## src/rtl/eth_cfg_axil_regs.sv

```systemverilog
// AXI-Lite register bank for the Ethernet/UDP stack config. Optional scratch reg at 0x24: ETH_CFG_SCRATCH_EN.
// Latency: write commits in the cycle AW and W are both present, B the next cycle; read data 1 cycle after AR.
// Backpressure: AW/W stall while held or while B is pending; AR stalls while R is pending.
module eth_cfg_axil_regs #(
    parameter int          ADDR_WIDTH      = 8,
    parameter logic [31:0] ID_VALUE        = 32'hE7C0_0001,
    parameter logic [47:0] DEFAULT_MAC     = 48'h02_00_00_00_00_01,
    parameter logic [31:0] DEFAULT_IP      = 32'hC0A8_0180,
    parameter logic [31:0] DEFAULT_GATEWAY = 32'hC0A8_0101,
    parameter logic [31:0] DEFAULT_SUBNET  = 32'hFFFF_FF00
) (
    input  logic                  clk,
    input  logic                  reset,
    input  logic [ADDR_WIDTH-1:0] axil_awaddr,
    input  logic                  axil_awvalid,
    output logic                  axil_awready,
    input  logic [31:0]           axil_wdata,
    input  logic [3:0]            axil_wstrb,
    input  logic                  axil_wvalid,
    output logic                  axil_wready,
    output logic [1:0]            axil_bresp,
    output logic                  axil_bvalid,
    input  logic                  axil_bready,
    input  logic [ADDR_WIDTH-1:0] axil_araddr,
    input  logic                  axil_arvalid,
    output logic                  axil_arready,
    output logic [31:0]           axil_rdata,
    output logic [1:0]            axil_rresp,
    output logic                  axil_rvalid,
    input  logic                  axil_rready,
    output logic [47:0]           local_mac,
    output logic [31:0]           local_ip,
    output logic [31:0]           gateway_ip,
    output logic [31:0]           subnet_mask,
    output logic                  screamer_enable,
    output logic [2:0]            udp_payload_selection,
    output logic                  clear_arp_cache,
    input  logic                  bad_fcs,
    input  logic                  fifo_overflow
);

    localparam int WW = ADDR_WIDTH - 2;
    localparam logic [WW-1:0] A_ID      = WW'(0);
    localparam logic [WW-1:0] A_MAC_LO  = WW'(1);
    localparam logic [WW-1:0] A_MAC_HI  = WW'(2);
    localparam logic [WW-1:0] A_IP      = WW'(3);
    localparam logic [WW-1:0] A_GW      = WW'(4);
    localparam logic [WW-1:0] A_MASK    = WW'(5);
    localparam logic [WW-1:0] A_CTRL    = WW'(6);
    localparam logic [WW-1:0] A_FCS     = WW'(7);
    localparam logic [WW-1:0] A_OVF     = WW'(8);
`ifdef ETH_CFG_SCRATCH_EN
    localparam logic [WW-1:0] A_SCRATCH = WW'(9);
`endif
    localparam logic [1:0] RESP_OKAY   = 2'b00;
    localparam logic [1:0] RESP_SLVERR = 2'b10;

    function automatic logic [31:0] merge_bytes(input logic [31:0] old_val,
                                                input logic [31:0] new_val,
                                                input logic [3:0]  strb);
        logic [31:0] res;
        res = old_val;
        for (int i = 0; i < 4; i++)
            if (strb[i]) res[8*i +: 8] = new_val[8*i +: 8];
        return res;
    endfunction

    logic          aw_held, w_held;
    logic [WW-1:0] aw_word_q;
    logic [31:0]   w_dat_q;
    logic [3:0]    w_strb_q;
    logic          aw_hs, w_hs, ar_hs, commit, wr_ok, rd_ok;
    logic [WW-1:0] wr_word;
    logic [31:0]   wr_dat, rd_data;
    logic [3:0]    wr_strb;
    logic [15:0]   fcs_cnt, ovf_cnt;
    logic          fcs_clr, ovf_clr;
    logic          unused_addr_lsbs;
`ifdef ETH_CFG_SCRATCH_EN
    logic [31:0]   scratch;
`endif

    assign unused_addr_lsbs = ^{axil_awaddr[1:0], axil_araddr[1:0]};

    assign axil_awready = !reset && !aw_held && !axil_bvalid;
    assign axil_wready  = !reset && !w_held && !axil_bvalid;
    assign axil_arready = !reset && !axil_rvalid;

    assign aw_hs = axil_awvalid && axil_awready;
    assign w_hs  = axil_wvalid && axil_wready;
    assign ar_hs = axil_arvalid && axil_arready;

    // A channel handshaking this cycle counts as present, so a paired AW+W commits immediately.
    assign commit  = (aw_held || aw_hs) && (w_held || w_hs);
    assign wr_word = aw_held ? aw_word_q : axil_awaddr[ADDR_WIDTH-1:2];
    assign wr_dat  = w_held ? w_dat_q : axil_wdata;
    assign wr_strb = w_held ? w_strb_q : axil_wstrb;
    assign fcs_clr = commit && (wr_word == A_FCS) && (|wr_strb);
    assign ovf_clr = commit && (wr_word == A_OVF) && (|wr_strb);

    always_comb begin
        wr_ok = (wr_word <= A_OVF);
`ifdef ETH_CFG_SCRATCH_EN
        if (wr_word == A_SCRATCH) wr_ok = 1'b1;
`endif
    end

    always_comb begin
        rd_data = '0;
        rd_ok   = 1'b1;
        case (axil_araddr[ADDR_WIDTH-1:2])
            A_ID:      rd_data = ID_VALUE;
            A_MAC_LO:  rd_data = local_mac[31:0];
            A_MAC_HI:  rd_data = {16'h0, local_mac[47:32]};
            A_IP:      rd_data = local_ip;
            A_GW:      rd_data = gateway_ip;
            A_MASK:    rd_data = subnet_mask;
            A_CTRL:    rd_data = {25'h0, udp_payload_selection, 3'h0, screamer_enable};
            A_FCS:     rd_data = {16'h0, fcs_cnt};
            A_OVF:     rd_data = {16'h0, ovf_cnt};
`ifdef ETH_CFG_SCRATCH_EN
            A_SCRATCH: rd_data = scratch;
`endif
            default:   rd_ok = 1'b0;
        endcase
    end

    always_ff @(posedge clk or posedge reset) begin
        if (reset) begin
            aw_held     <= 1'b0;
            w_held      <= 1'b0;
            aw_word_q   <= '0;
            w_dat_q     <= '0;
            w_strb_q    <= '0;
            axil_bvalid <= 1'b0;
            axil_bresp  <= RESP_OKAY;
            axil_rvalid <= 1'b0;
            axil_rresp  <= RESP_OKAY;
            axil_rdata  <= '0;
        end else begin
            if (commit) begin
                aw_held     <= 1'b0;
                w_held      <= 1'b0;
                axil_bvalid <= 1'b1;
                axil_bresp  <= wr_ok ? RESP_OKAY : RESP_SLVERR;
            end else begin
                if (aw_hs) begin
                    aw_held   <= 1'b1;
                    aw_word_q <= axil_awaddr[ADDR_WIDTH-1:2];
                end
                if (w_hs) begin
                    w_held   <= 1'b1;
                    w_dat_q  <= axil_wdata;
                    w_strb_q <= axil_wstrb;
                end
                if (axil_bvalid && axil_bready) axil_bvalid <= 1'b0;
            end
            if (ar_hs) begin
                axil_rvalid <= 1'b1;
                axil_rdata  <= rd_data;
                axil_rresp  <= rd_ok ? RESP_OKAY : RESP_SLVERR;
            end else if (axil_rvalid && axil_rready) begin
                axil_rvalid <= 1'b0;
            end
        end
    end

    always_ff @(posedge clk or posedge reset) begin
        if (reset) begin
            local_mac             <= DEFAULT_MAC;
            local_ip              <= DEFAULT_IP;
            gateway_ip            <= DEFAULT_GATEWAY;
            subnet_mask           <= DEFAULT_SUBNET;
            screamer_enable       <= 1'b0;
            udp_payload_selection <= 3'd0;
            clear_arp_cache       <= 1'b0;
        end else begin
            clear_arp_cache <= commit && (wr_word == A_CTRL) && wr_strb[1] && wr_dat[8];
            if (commit) begin
                case (wr_word)
                    A_MAC_LO: local_mac[31:0] <= merge_bytes(local_mac[31:0], wr_dat, wr_strb);
                    A_MAC_HI: begin
                        if (wr_strb[0]) local_mac[39:32] <= wr_dat[7:0];
                        if (wr_strb[1]) local_mac[47:40] <= wr_dat[15:8];
                    end
                    A_IP:   local_ip    <= merge_bytes(local_ip, wr_dat, wr_strb);
                    A_GW:   gateway_ip  <= merge_bytes(gateway_ip, wr_dat, wr_strb);
                    A_MASK: subnet_mask <= merge_bytes(subnet_mask, wr_dat, wr_strb);
                    A_CTRL: if (wr_strb[0]) begin
                        screamer_enable       <= wr_dat[0];
                        udp_payload_selection <= wr_dat[6:4];
                    end
                    default: ;
                endcase
            end
        end
    end

`ifdef ETH_CFG_SCRATCH_EN
    always_ff @(posedge clk or posedge reset) begin
        if (reset) scratch <= '0;
        else if (commit && (wr_word == A_SCRATCH)) scratch <= merge_bytes(scratch, wr_dat, wr_strb);
    end
`endif

    // Clear beats a coincident event; counters stick at all-ones.
    always_ff @(posedge clk or posedge reset) begin
        if (reset) begin
            fcs_cnt <= '0;
            ovf_cnt <= '0;
        end else begin
            if (fcs_clr) fcs_cnt <= '0;
            else if (bad_fcs && fcs_cnt != 16'hFFFF) fcs_cnt <= fcs_cnt + 16'd1;
            if (ovf_clr) ovf_cnt <= '0;
            else if (fifo_overflow && ovf_cnt != 16'hFFFF) ovf_cnt <= ovf_cnt + 16'd1;
        end
    end

endmodule

```

## config.mk

```make
export PLATFORM = sky130hd
export DESIGN_NAME = eth_cfg_axil_regs
export DESIGN_NICKNAME = d
export VERILOG_FILES = /design/src/rtl/eth_cfg_axil_regs.sv
export SDC_FILE = /design/constraint.sdc
export NUM_CORES = 1
export LEC_CHECK = 0
export CAP_MARGIN = 40
export CORE_UTILIZATION = 56
export CTS_BUF_LIST = sky130_fd_sc_hd__clkbuf_16
export DETAILED_ROUTE_END_ITERATION = 6
export PLACE_DENSITY_LB_ADDON = 0.3
export SYNTH_ARGS = -nofsm -noshare
export SYNTH_HDL_FRONTEND = slang
export SYNTH_SLANG_ARGS = --single-unit
```

## constraint.sdc

```tcl
create_clock -name clk -period 15.4 [get_ports clk]
set_input_delay 2.31 -clock clk [delete_from_list [all_inputs] [get_ports clk]]
set_output_delay 2.31 -clock clk [all_outputs]
set_load 0.05 [all_outputs]
```

==> PnR_summary.wiki <==
{| class="wikitable"
! Metric !! Value
|-
| Net total in the final layout || 1261
|-
| Max Root-Sink Buffers || 3
|-
| Number of flops mapped to enable cells by yosys || 0
|-
| Number of different library cells in the post-synthesis netlist || 71
|-
| Met3 track utilization from global routing || 6.64%
|-
| Detailed-route wire length per cell || 23.2 microns
|-
| Warnings from Yosys || 0
|-
| 1st-pass router iterations || 6
|-
| Floorplan core area || 21400 sq um
|-
| Initial antenna violation count || 1
|-
| Synth Flop Type || dfrtp_1
|-
| Worst reg-to-reg setup slack || 12140 ps
|-
| Endpoints failing hold || 0
|-
| Critical path class || primary input to output port
|-
| Setup-violating endpoint count in the final report || 0
|-
| Total gr overflow || 0
|-
| Actual slew at the worst max-slew pin || 956 ps
|-
| Quantity of gates resized following cts || 0
|-
| Clock root cell || clkbuf_16
|-
| Cell row count || 53
|-
| Estimated wirelength of the detail-placed design || 24300 microns
|-
| RSZ-0062 raised after global routing || false
|-
| Grt met1 use || 39.1%
|-
| Crit. Startpoint || reset
|-
| Hold Crit Class || register to register
|-
| Leakage power || 7.00 nW
|-
| Die Span X || 151 microns
|-
| Outcome || completed
|-
| Instance count of the mapped netlist || 951
|-
| Number of maximum-capacitance constraint violations || 0
|-
| Post-synthesis sequential element count || 261
|-
| Fraction of the yosys area taken by sequential cells || 53.2%
|-
| Number of buffers added on ports || 244
|-
| Share of cells above drive strength 1 || 29.9%
|-
| Sinks on the clock net || 261
|-
| Data arrival time at the worst-slack endpoint || 4220 ps
|-
| Met2 track demand over resource || 51.2%
|-
| Hold Slack || 501 ps
|-
| Effective utilization at floorplan || 57.9%
|-
| Most area-hungry cell type in the Yosys netlist || dfrtp_1
|-
| Worst Hold Launch || w_dat_q[3]
|-
| Max transition margin || 36.1%
|-
| Power Dens Cells || 158 nW/um^2
|-
| Startpoint class of the critical path || primary input
|-
| Ports placed on the boundary || 251
|-
| Worst-Skew Late Latency || 540 ps
|-
| Maximum clock rate || 153 MHz
|-
| Fraction of the cycle the final worst path needs || 42.4%
|-
| Number of clock buffers inserted by TritonCTS || 28
|-
| Netlist area before placement || 12400 sq um
|-
| Busiest layer in global routing || met2
|-
| Number of cells after detailed placement || 1443
|-
| Count of pins over their slew limit || 0
|-
| Synth async-reset ratio || 100%
|-
| Vias post-DR || 9368
|-
| Total wire length after detailed routing || 34700 microns
|-
| Largest voltage drop on the vdd net || 0.000133 V
|-
| Leading post-synthesis cells by cell area || dfrtp_1, mux2_2, dfstp_2
|-
| Gr usage total || 30.7%
|-
| RD Place Congestion || 0.913
|-
| Post-route core utilization || 75.2%
|-
| Mean number of vias per cell || 6.26
|-
| Clock tree from TritonCTS || done
|-
| Largest net degree at the start of global routing || 126
|-
| Total number of H-tree levels || 1
|-
| Sum Neg Setup Slack || 0 ps
|-
| Antenna-violating nets left || 0
|-
| Post-layout min period || 6530 ps
|-
| Total DRC errors in the routed layout || 0
|-
| Startpoint of the most critical register-to-register path || w_held
|-
| Per-instance average area after synthesis || 13.0 sq um
|-
| Final std cells w/o fill || 1497
|-
| Final Skew || 21.8 ps
|-
| Die outline area || 22700 sq um
|-
| Finished layout cell area || 16100 sq um
|-
| Layout overhead on the synthesized area || 29.9%
|-
| Required @ worst endpoint || 13090 ps
|-
| Count of hold-fix buffers inserted at cts || 0
|-
| Vias in the first global route || 9436
|-
| Biggest fanout along the worst timing path || 7
|-
| DRC violation total after the first TritonRoute iteration || 788
|-
| Wire length of the first global-routing pass || 53000 microns
|-
| Height of the die || 151 microns
|-
| Post-CTS repair timing setup buffer count || 0
|-
| Sort of element at the end of the critical path || output port
|-
| Share of the synthesized area in the top cell type || 44.7%
|-
| Clock Pin Slew Worst Setup and Hold Paths || 60 ps
|-
| Post-place instance area || 15100 sq um
|}
-- placed cells by master, fill, tap and decap left out, types with 5 or more instances in the layout --
master,Yosys,layout
buf_4,7,13
nor3_1,11,11
clkbuf_16,0,29
nand4_1,11,11
a222oi_1,22,22
mux2_4,8,8
a221oi_1,13,13
inv_1,5,7
clkinv_1,0,7
mux2_2,216,216
nand4_4,10,10
nor4_1,6,6
a21oi_1,44,44
dfstp_2,40,40
a22o_1,11,11
a31oi_1,11,11
a22oi_1,21,21
clkdlybuf4s50_1,0,244
o21ai_0,21,21
dfrtp_1,221,220
xor2_1,7,7
or3_1,5,5
nand3_1,16,16
nand2_1,39,39
xnor2_1,11,11
and3_1,7,7
clkinv_2,0,8
mux2i_1,18,18
nor2_1,54,53
-- area by class of cell --
cell class / instances / area [sq um]
Sequential cell: 261 / 6580
Multi-Input combinational cell: 639 / 5550
Fill cell: 1402 / 5290
Timing Repair Buffer: 263 / 2620
Clock buffer: 29 / 726
Tap cell: 275 / 344
Clock inverter: 23 / 206
Inverter: 5 / 26.3
Antenna cell: 2 / 5.00
-- registers in the layout, summed over array words and instances (netlist names), 3 cells and up --
signal	cells
local_mac	48
axil_rdata	32
gateway_ip	32
local_ip	32
subnet_mask	32
w_dat_q	32
fcs_cnt	16
ovf_cnt	16
aw_word_q	6
w_strb_q	4
udp_payload_selection	3
-- per-stage QoR --
step | power (mW) | setup slack, ps
global placement | 1.84 | 8860
CTS | 2.55 | 8850
finish | 2.54 | 8870
floorplan | 1.57 | 5970
global route | 2.64 | 8790
detailed placement | 1.86 | 8860
-- critical path, stage by stage --
cell	delay [ps]
clkdlybuf4s50_1	700
nor2_1	350
clkdlybuf4s50_1	850
-- worst paths after layout --
| path | cells after the start | end |
|---|---|---|
| worst max-delay path | 3 | axil_arready |
| worst min-delay path | 1 | w_dat_q[3] |
| worst max register to register | 7 | fcs_cnt[15] |
| worst min register to register | 1 | w_dat_q[3] |
| max in group asynchronous | 4 | w_dat_q[13] |
| min in group asynchronous | 2 | axil_rdata[22] |
-- per-layer routing --
| layer | share of wire (%) | vias up | wire [microns] |
|---|---|---|---|
| li1 | - | 4108 | - |
| met1 | 39 | 4748 | 13700 |
| met5 | 0 | - | 0 |
| met2 | 49 | 431 | 17100 |
| met4 | 3.6 | 0 | 1240 |
| met3 | 7.8 | 81 | 2700 |
-- synth_stat cells (13+ instances only) --
library cell,number
dfrtp_1,221
mux2_2,216
nor2_1,54
a21oi_1,44
dfstp_2,40
nand2_1,39
a222oi_1,22
buf_2,22
a22oi_1,21
o21ai_0,21
mux2i_1,18
nand3_1,16
clkbuf_1,14
a221oi_1,13
-- logic make-up after synthesis --
kind of cell | synth area share, %
XOR/XNOR | 1.28
AO/OA/AOI/OAI | 9.75
AND/OR/NAND/NOR | 10.7
adder cells (fa/ha/maj) | 0.202
other | 0.0303
buffers and inverters | 2.07
flip-flops | 53.2
multiplexers | 22.7
-- power breakdown --
part	internal (mW)	switching (mW)	total (mW)
sequential	0.852	0.137	0.989
clock	0.406	0.275	0.682
combinational	0.332	0.540	0.872
total	1.59	0.953	2.54
No activity file was read; power rests on OpenSTA's default activity.
